`src/rtl/mem_access_stage.sv`:
```
// Memory-access stage: request/grant/response data-memory transaction with load extension and timeout.
// Optional misalignment trap enabled by defining MEM_ACCESS_STAGE_MISALIGN_TRAP_EN.
module mem_access_stage #(
  parameter int unsigned TIMEOUT_CYCLES = 255
) (
  input  logic        clk,
  input  logic        rst,
  input  logic        in_valid,
  output logic        in_ready,
  input  logic [31:0] ALUResult,
  input  logic [31:0] RD2,
  input  logic [2:0]  funct3,
  input  logic        MemRead,
  input  logic        MemWrite,
  output logic        dmem_req,
  output logic        dmem_we,
  output logic [31:0] dmem_addr,
  output logic [31:0] dmem_wdata,
  output logic [3:0]  dmem_be,
  input  logic        dmem_gnt,
  input  logic        dmem_rvalid,
  input  logic [31:0] dmem_rdata,
  output logic        out_valid,
  output logic [31:0] out_data,
  output logic        bus_err,
  output logic        misalign
);

  typedef enum logic [1:0] {S_IDLE, S_REQ, S_WAIT_R, S_DONE} state_t;

  state_t      r_state, w_state_nxt;
  logic [15:0] r_tmo_cnt, w_tmo_cnt_nxt;
  logic [31:0] r_addr, w_addr_nxt;
  logic [2:0]  r_funct3, w_funct3_nxt;
  logic        r_out_valid, w_out_valid_nxt;
  logic [31:0] r_out_data, w_out_data_nxt;
  logic        r_bus_err, w_bus_err_nxt;
  logic        r_misalign, w_misalign_nxt;
  logic        r_dmem_req, w_req_nxt;
  logic        r_dmem_we, w_we_nxt;
  logic [31:0] r_dmem_addr, w_daddr_nxt;
  logic [31:0] r_dmem_wdata, w_wdata_nxt;
  logic [3:0]  r_dmem_be, w_be_nxt;

  logic        w_load_f3_ok, w_store_f3_ok, w_illegal, w_misal;
  logic [16:0] w_tmo_inc;
  logic        w_tmo_hit;
  logic [3:0]  w_st_be;
  logic [31:0] w_st_wdata;
  logic [7:0]  w_ld_byte;
  logic [15:0] w_ld_half;
  logic [31:0] w_ld_data;

  assign in_ready   = (r_state == S_IDLE) & ~rst;
  assign dmem_req   = r_dmem_req;
  assign dmem_we    = r_dmem_we;
  assign dmem_addr  = r_dmem_addr;
  assign dmem_wdata = r_dmem_wdata;
  assign dmem_be    = r_dmem_be;
  assign out_valid  = r_out_valid;
  assign out_data   = r_out_data;
  assign bus_err    = r_bus_err;
  assign misalign   = r_misalign;

  assign w_load_f3_ok  = funct3 inside {3'b000, 3'b001, 3'b010, 3'b100, 3'b101};
  assign w_store_f3_ok = funct3 inside {3'b000, 3'b001, 3'b010};
  assign w_illegal     = (MemRead & MemWrite) | (MemRead & ~w_load_f3_ok) |
                         (MemWrite & ~w_store_f3_ok);

`ifdef MEM_ACCESS_STAGE_MISALIGN_TRAP_EN
  assign w_misal = ((funct3[1:0] == 2'b01) & ALUResult[0]) |
                   ((funct3[1:0] == 2'b10) & (|ALUResult[1:0]));
`else
  assign w_misal = 1'b0;
`endif

  // The budget spans REQ and WAIT_R together; it is only cleared on entering REQ.
  assign w_tmo_inc = {1'b0, r_tmo_cnt} + 17'd1;
  assign w_tmo_hit = (w_tmo_inc >= 17'(TIMEOUT_CYCLES));

  always_comb begin
    // NOTE: every combinational target gets a default first so no latch is inferred.
    w_st_be    = 4'b1111;
    w_st_wdata = RD2;
    unique case (funct3[1:0])
      2'b00: begin
        w_st_be    = 4'b0001 << ALUResult[1:0];
        w_st_wdata = {4{RD2[7:0]}};
      end
      2'b01: begin
        w_st_be    = 4'b0011 << {ALUResult[1], 1'b0};
        w_st_wdata = {2{RD2[15:0]}};
      end
      default: ;
    endcase
  end

  always_comb begin
    w_ld_byte = dmem_rdata[7:0];
    unique case (r_addr[1:0])
      2'b01:   w_ld_byte = dmem_rdata[15:8];
      2'b10:   w_ld_byte = dmem_rdata[23:16];
      2'b11:   w_ld_byte = dmem_rdata[31:24];
      default: ;
    endcase
    w_ld_half = r_addr[1] ? dmem_rdata[31:16] : dmem_rdata[15:0];
    unique case (r_funct3)
      3'b000:  w_ld_data = {{24{w_ld_byte[7]}}, w_ld_byte};
      3'b001:  w_ld_data = {{16{w_ld_half[15]}}, w_ld_half};
      3'b100:  w_ld_data = {24'd0, w_ld_byte};
      3'b101:  w_ld_data = {16'd0, w_ld_half};
      default: w_ld_data = dmem_rdata;
    endcase
  end

  always_comb begin
    w_state_nxt     = r_state;
    w_tmo_cnt_nxt   = r_tmo_cnt;
    w_addr_nxt      = r_addr;
    w_funct3_nxt    = r_funct3;
    w_out_valid_nxt = 1'b0;
    w_out_data_nxt  = r_out_data;
    w_bus_err_nxt   = r_bus_err;
    w_misalign_nxt  = r_misalign;
    w_req_nxt       = r_dmem_req;
    w_we_nxt        = r_dmem_we;
    w_daddr_nxt     = r_dmem_addr;
    w_wdata_nxt     = r_dmem_wdata;
    w_be_nxt        = r_dmem_be;

    unique case (r_state)
      S_IDLE: begin
        if (in_valid) begin
          w_addr_nxt     = ALUResult;
          w_funct3_nxt   = funct3;
          w_bus_err_nxt  = 1'b0;
          w_misalign_nxt = 1'b0;
          if (!MemRead && !MemWrite) begin
            w_state_nxt     = S_DONE;
            w_out_valid_nxt = 1'b1;
            w_out_data_nxt  = ALUResult;
          end else if (w_illegal) begin
            w_state_nxt     = S_DONE;
            w_out_valid_nxt = 1'b1;
            w_out_data_nxt  = 32'd0;
            w_bus_err_nxt   = 1'b1;
          end else if (w_misal) begin
            w_state_nxt     = S_DONE;
            w_out_valid_nxt = 1'b1;
            w_out_data_nxt  = 32'd0;
            w_misalign_nxt  = 1'b1;
          end else begin
            w_state_nxt   = S_REQ;
            w_tmo_cnt_nxt = 16'd0;
            w_req_nxt     = 1'b1;
            w_we_nxt      = MemWrite;
            w_daddr_nxt   = {ALUResult[31:2], 2'b00};
            w_be_nxt      = MemWrite ? w_st_be : 4'b1111;
            w_wdata_nxt   = MemWrite ? w_st_wdata : 32'd0;
          end
        end
      end

      S_REQ: begin
        w_tmo_cnt_nxt = w_tmo_inc[15:0];
        if (dmem_gnt) begin
          w_req_nxt = 1'b0;
          if (r_dmem_we) begin
            w_state_nxt     = S_DONE;
            w_out_valid_nxt = 1'b1;
            w_out_data_nxt  = r_addr;
          end else begin
            w_state_nxt = S_WAIT_R;
          end
        end else if (w_tmo_hit) begin
          w_req_nxt       = 1'b0;
          w_state_nxt     = S_DONE;
          w_out_valid_nxt = 1'b1;
          w_out_data_nxt  = 32'd0;
          w_bus_err_nxt   = 1'b1;
        end
      end

      S_WAIT_R: begin
        w_tmo_cnt_nxt = w_tmo_inc[15:0];
        if (dmem_rvalid) begin
          w_state_nxt     = S_DONE;
          w_out_valid_nxt = 1'b1;
          w_out_data_nxt  = w_ld_data;
        end else if (w_tmo_hit) begin
          w_state_nxt     = S_DONE;
          w_out_valid_nxt = 1'b1;
          w_out_data_nxt  = 32'd0;
          w_bus_err_nxt   = 1'b1;
        end
      end

      S_DONE: begin
        w_state_nxt    = S_IDLE;
        w_bus_err_nxt  = 1'b0;
        w_misalign_nxt = 1'b0;
      end

      default: w_state_nxt = S_IDLE;
    endcase
  end

  // NOTE: state is updated only with non-blocking assignments so every register samples pre-edge values.
  always_ff @(posedge clk) begin
    if (rst) begin
      r_state      <= S_IDLE;
      r_tmo_cnt    <= 16'd0;
      r_addr       <= 32'd0;
      r_funct3     <= 3'd0;
      r_out_valid  <= 1'b0;
      r_out_data   <= 32'd0;
      r_bus_err    <= 1'b0;
      r_misalign   <= 1'b0;
      r_dmem_req   <= 1'b0;
      r_dmem_we    <= 1'b0;
      r_dmem_addr  <= 32'd0;
      r_dmem_wdata <= 32'd0;
      r_dmem_be    <= 4'd0;
    end else begin
      r_state      <= w_state_nxt;
      r_tmo_cnt    <= w_tmo_cnt_nxt;
      r_addr       <= w_addr_nxt;
      r_funct3     <= w_funct3_nxt;
      r_out_valid  <= w_out_valid_nxt;
      r_out_data   <= w_out_data_nxt;
      r_bus_err    <= w_bus_err_nxt;
      r_misalign   <= w_misalign_nxt;
      r_dmem_req   <= w_req_nxt;
      r_dmem_we    <= w_we_nxt;
      r_dmem_addr  <= w_daddr_nxt;
      r_dmem_wdata <= w_wdata_nxt;
      r_dmem_be    <= w_be_nxt;
    end
  end

endmodule

```
`config.mk`:
```
export PLATFORM = sky130hd
export DESIGN_NAME = mem_access_stage
export DESIGN_NICKNAME = d
export VERILOG_FILES = /design/src/rtl/mem_access_stage.sv
export SDC_FILE = /design/constraint.sdc
export NUM_CORES = 1
export LEC_CHECK = 0
export CAP_MARGIN = 15
export CORE_ASPECT_RATIO = 1.1
export CORE_MARGIN = 2
export CORE_UTILIZATION = 25
export DETAILED_ROUTE_END_ITERATION = 12
export HOLD_SLACK_MARGIN = 0.15
export PLACE_DENSITY = 0.56
export SETUP_SLACK_MARGIN = 0.2
export SLEW_MARGIN = 25
export SYNTH_ARGS = -nofsm -noshare
export SYNTH_HDL_FRONTEND = slang
export SYNTH_SLANG_ARGS = --single-unit
```
`constraint.sdc`:
```
create_clock -name clk -period 3.5 [get_ports clk]
set_clock_uncertainty 0.2 [all_clocks]
set_input_delay 0.35 -clock clk [delete_from_list [all_inputs] [get_ports clk]]
set_output_delay 0.35 -clock clk [all_outputs]
set_load 0.02 [all_outputs]
```
==> reports/qor.yml <==
worst_setup_path:
  end_kind: "flop"
  worstSetupPathType: "reg -> reg"
  critical_path.slowest_cell: "o21ai_2"
  critPathLaunchType: "flop"
  worstPathMaxFanout: 12
  worstPathArrival_ns: 3.27
  required_ns: 3.68
  path_delay_family: "compound AO/OA/AOI/OAI gates"
  crit_path_cell_trace: "ha_1 -> and3_4 -> and3_1 -> nor3_1 -> o21ai_2 -> nor3_2 -> a21o_1 -> a311oi_1 -> buf_4"
  crit_buf_inv: 1
  cpPeakStageDelay_ns: 0.63
synth:
  synth-seq-area-share: 0.372
  yosysWarnings: 0
  synth-seq-cells: 155
  ys_top_cells_by_count: "272 x nand2_1, 177 x a21oi_1, 155 x dfxtp_1, 74 x clkbuf_1, 58 x nand3_1"
  synth_top_family_by_area: "compound AO/OA/AOI/OAI gates"
  synthAdderAreaFrac: 0.0120
  synth_xor_area_frac: 0.00736
  async_flop_share: 0
  synthFlopType: "dfxtp_1"
  synthMuxAreaShare: 0.0449
  synth_cell_types: 63
  avgSynthCellArea_sq_um: 7.34
  synth_most_common_cell: "nand2_1"
  synthCells: 1136
  yosysTopAreaCell: "dfxtp_1"
  synth-compound-area-share: 0.254
  synth_edf_count: 0
  syn-cell-area_sq_um: 8330
  synth_area_leaders: "dfxtp_1 37%, nand2_1 12%, a21oi_1 11%"
  synth.top_cell.area_share: 0.372
  synthSimpleGateAreaFrac: 0.253
finish:
  antenna_cells: 0
  final.fill_count: 3462
  fin_area_sq_um: 11500
  syn_to_final_growth_pct: 38.1
  drive_gt1_frac: 0.0768
  fin_nets: 1416
placement:
  place_area_sq_um: 10800
  portBuffers: 208
  gp_congestion: 0.866
  place_hpwl_um: 22300
clocking:
  ctsHoldBuffers: 0
  cts_setup_buffers: 0
  cts_max_path_buffers: 2
  cts_tree: "built"
  cts_max_level: 4
  cts.repair.resized: 0
  clkLatencyLatePin_ns: 0.45
  cts_buffers: 17
  cts.clk_slew.worst_paths_ns: 0.06
  cts_root_buf: "clkbuf_16"
  cts.sinks: 155
routing:
  viasPerCell: 5.05
  firstDrtPassIters: 5
  dr_wl_met3_um: 2410
  routed-via-count: 8825
  drt_iter0_drc: 625
  drc: 0
  wl_met1_um: 13900
  wl_per_cell_um: 18.3
  route.met2.wl_um: 14900
  wl_um: 32000
  topRoutingLayerUsed: "met4"
  ant_nets: 0
die:
  fp.dieH_um: 195
  dieArea_sq_um: 34800
  rows: 70
  core-area_sq_um: 33000
  die_w_um: 178
  boundaryPins: 212
  start_util: 0.252
global_route:
  overflow: 0
  grt_pass1_wl_um: 49600
  grtUsageTotal: 0.184
  grt_pass1_vias: 8530
  grt_antenna_before_repair: 0
  grt_max_degree: 55
outcome:
  status: "finished clean"
sta:
  tightest_slew_ns: 0.929
  maxSlewViolCount: 0
  fin_tns_setup_ns: 0
  holdWs_ns: 0.203
  max_freq_mhz: 324
  hold_viol: 0
  layout_min_cycle_time_ns: 3.09
  rsz0062_at_grt: "false"
  fin_crit_sh: 0.881
  setup_viol: 0
  slew_headroom: 0.380
power:
  irDropWorstVdd_mv: 0.358
  cellPowerDensity_nw_per_um2: 648
  p_leak_nw: 3.96
  fin_total_pwr_mw: 7.45
worst_hold_path:
  worst_hold_path_type: "in -> reg"
job:
  max_cap_violations: 0
[path summary, 6_finish.rpt]
path / from / slack, ns / to / cells past startpoint
setup / recovery: r_tmo_cnt[1] / 0.41 / out_valid / 9
hold / removal: rst / 0.20 / r_tmo_cnt[0] / 2
setup reg to reg: r_tmo_cnt[1] / 0.41 / out_valid / 9
hold reg to reg: dmem_wdata[1] / 0.25 / dmem_wdata[1] / 2
[cell families after synthesis]
group / after synthesis
other cells: 1
compound gates: 347
flops: 155
xor+xnor: 7
mux: 34
simple gates: 470
buf+inv: 114
fa+ha+maj: 8
[worst reg2reg max path, stage by stage, from the launching register on]
cell	delay (ns)
dfxtp_1	0.41
ha_1	0.28
and3_4	0.24
and3_1	0.26
nor3_1	0.09
o21ai_2	0.63
nor3_2	0.24
a21o_1	0.23
a311oi_1	0.27
buf_4	0.17
[layout make-up]
class,instances,area (sq um),area share
Clock inverter,13,240,0.0209
Multi-Input combinational cell,869,4790,0.416
Timing Repair Buffer,243,2340,0.203
Sequential cell,155,3100,0.270
Clock buffer,19,433,0.0376
Inverter,16,60.1,0.00522
Tap cell,432,541,0.0470
[layout by cell type, fill, tap and decap left out, types with 4 or more instances in the layout]
cell type / synthesis / layout
nand2b_1: 13 / 13
o21ai_1: 5 / 5
clkbuf_16: 0 / 17
or3_1: 8 / 8
o221ai_1: 9 / 9
bufinv_16: 0 / 6
nor2b_1: 5 / 5
a311oi_1: 4 / 4
a211oi_1: 10 / 10
nand3_1: 58 / 58
and4_1: 4 / 4
nor3b_1: 9 / 9
inv_1: 15 / 15
nand3b_1: 4 / 4
buf_4: 7 / 36
mux2_2: 17 / 17
nor4_1: 9 / 9
nand2_1: 272 / 271
nor3_1: 7 / 7
a31oi_1: 26 / 26
nor2_1: 49 / 47
a211oi_2: 4 / 4
o211ai_1: 14 / 14
o2bb2ai_1: 6 / 6
o21ai_0: 41 / 41
a21oi_1: 177 / 177
dfxtp_1: 155 / 155
a221oi_1: 8 / 8
mux2i_1: 16 / 16
nand4_1: 12 / 12
clkdlybuf4s50_1: 0 / 207
ha_1: 8 / 8
and2_1: 7 / 7
clkinv_4: 0 / 4
a22oi_1: 8 / 8
a21o_1: 19 / 19
xnor2_1: 4 / 4
[stage by stage]
| step | setup slack (ns) | instances | util |
|---|---|---|---|
| final | 0.415 | 1747 | 0.349 |
| after global routing | 0.212 | 1747 | 0.349 |
| after CTS | 0.472 | 1747 | 0.349 |
| after detailed placement | 0.315 | 1715 | 0.328 |
| after global placement | 0.255 | 1715 | 0.328 |
| after floorplan | 0.878 | 1138 | - |
[sequential cells by signal (all words and copies together), names as in the netlist]
| signal | count |
|---|---|
| dmem_we | 1 |
| out_data | 32 |
| dmem_addr | 30 |
| r_funct3 | 3 |
| r_state | 2 |
| dmem_be | 4 |
| bus_err | 1 |
| dmem_req | 1 |
| r_tmo_cnt | 16 |
| out_valid | 1 |
| r_addr | 32 |
| dmem_wdata | 32 |
[routing by layer]
| metal | vias up | GRT usage |
|---|---|---|
| met1 | 4150 | 0.238 |
| li1 | 4333 | - |
| met4 | 0 | 0.0619 |
| met5 | - | 0 |
| met2 | 304 | 0.294 |
| met3 | 38 | 0.0483 |
[report_power, final]
| group | leakage (nW) | internal [mW] | switching (mW) | total [mW] |
|---|---|---|---|---|
| clock network | 0.328 | 1.35 | 0.833 | 2.18 |
| registers | 1.26 | 2.01 | 0.200 | 2.21 |
| logic | 2.37 | 1.17 | 1.89 | 3.06 |
(Power assumes the default switching activity.)
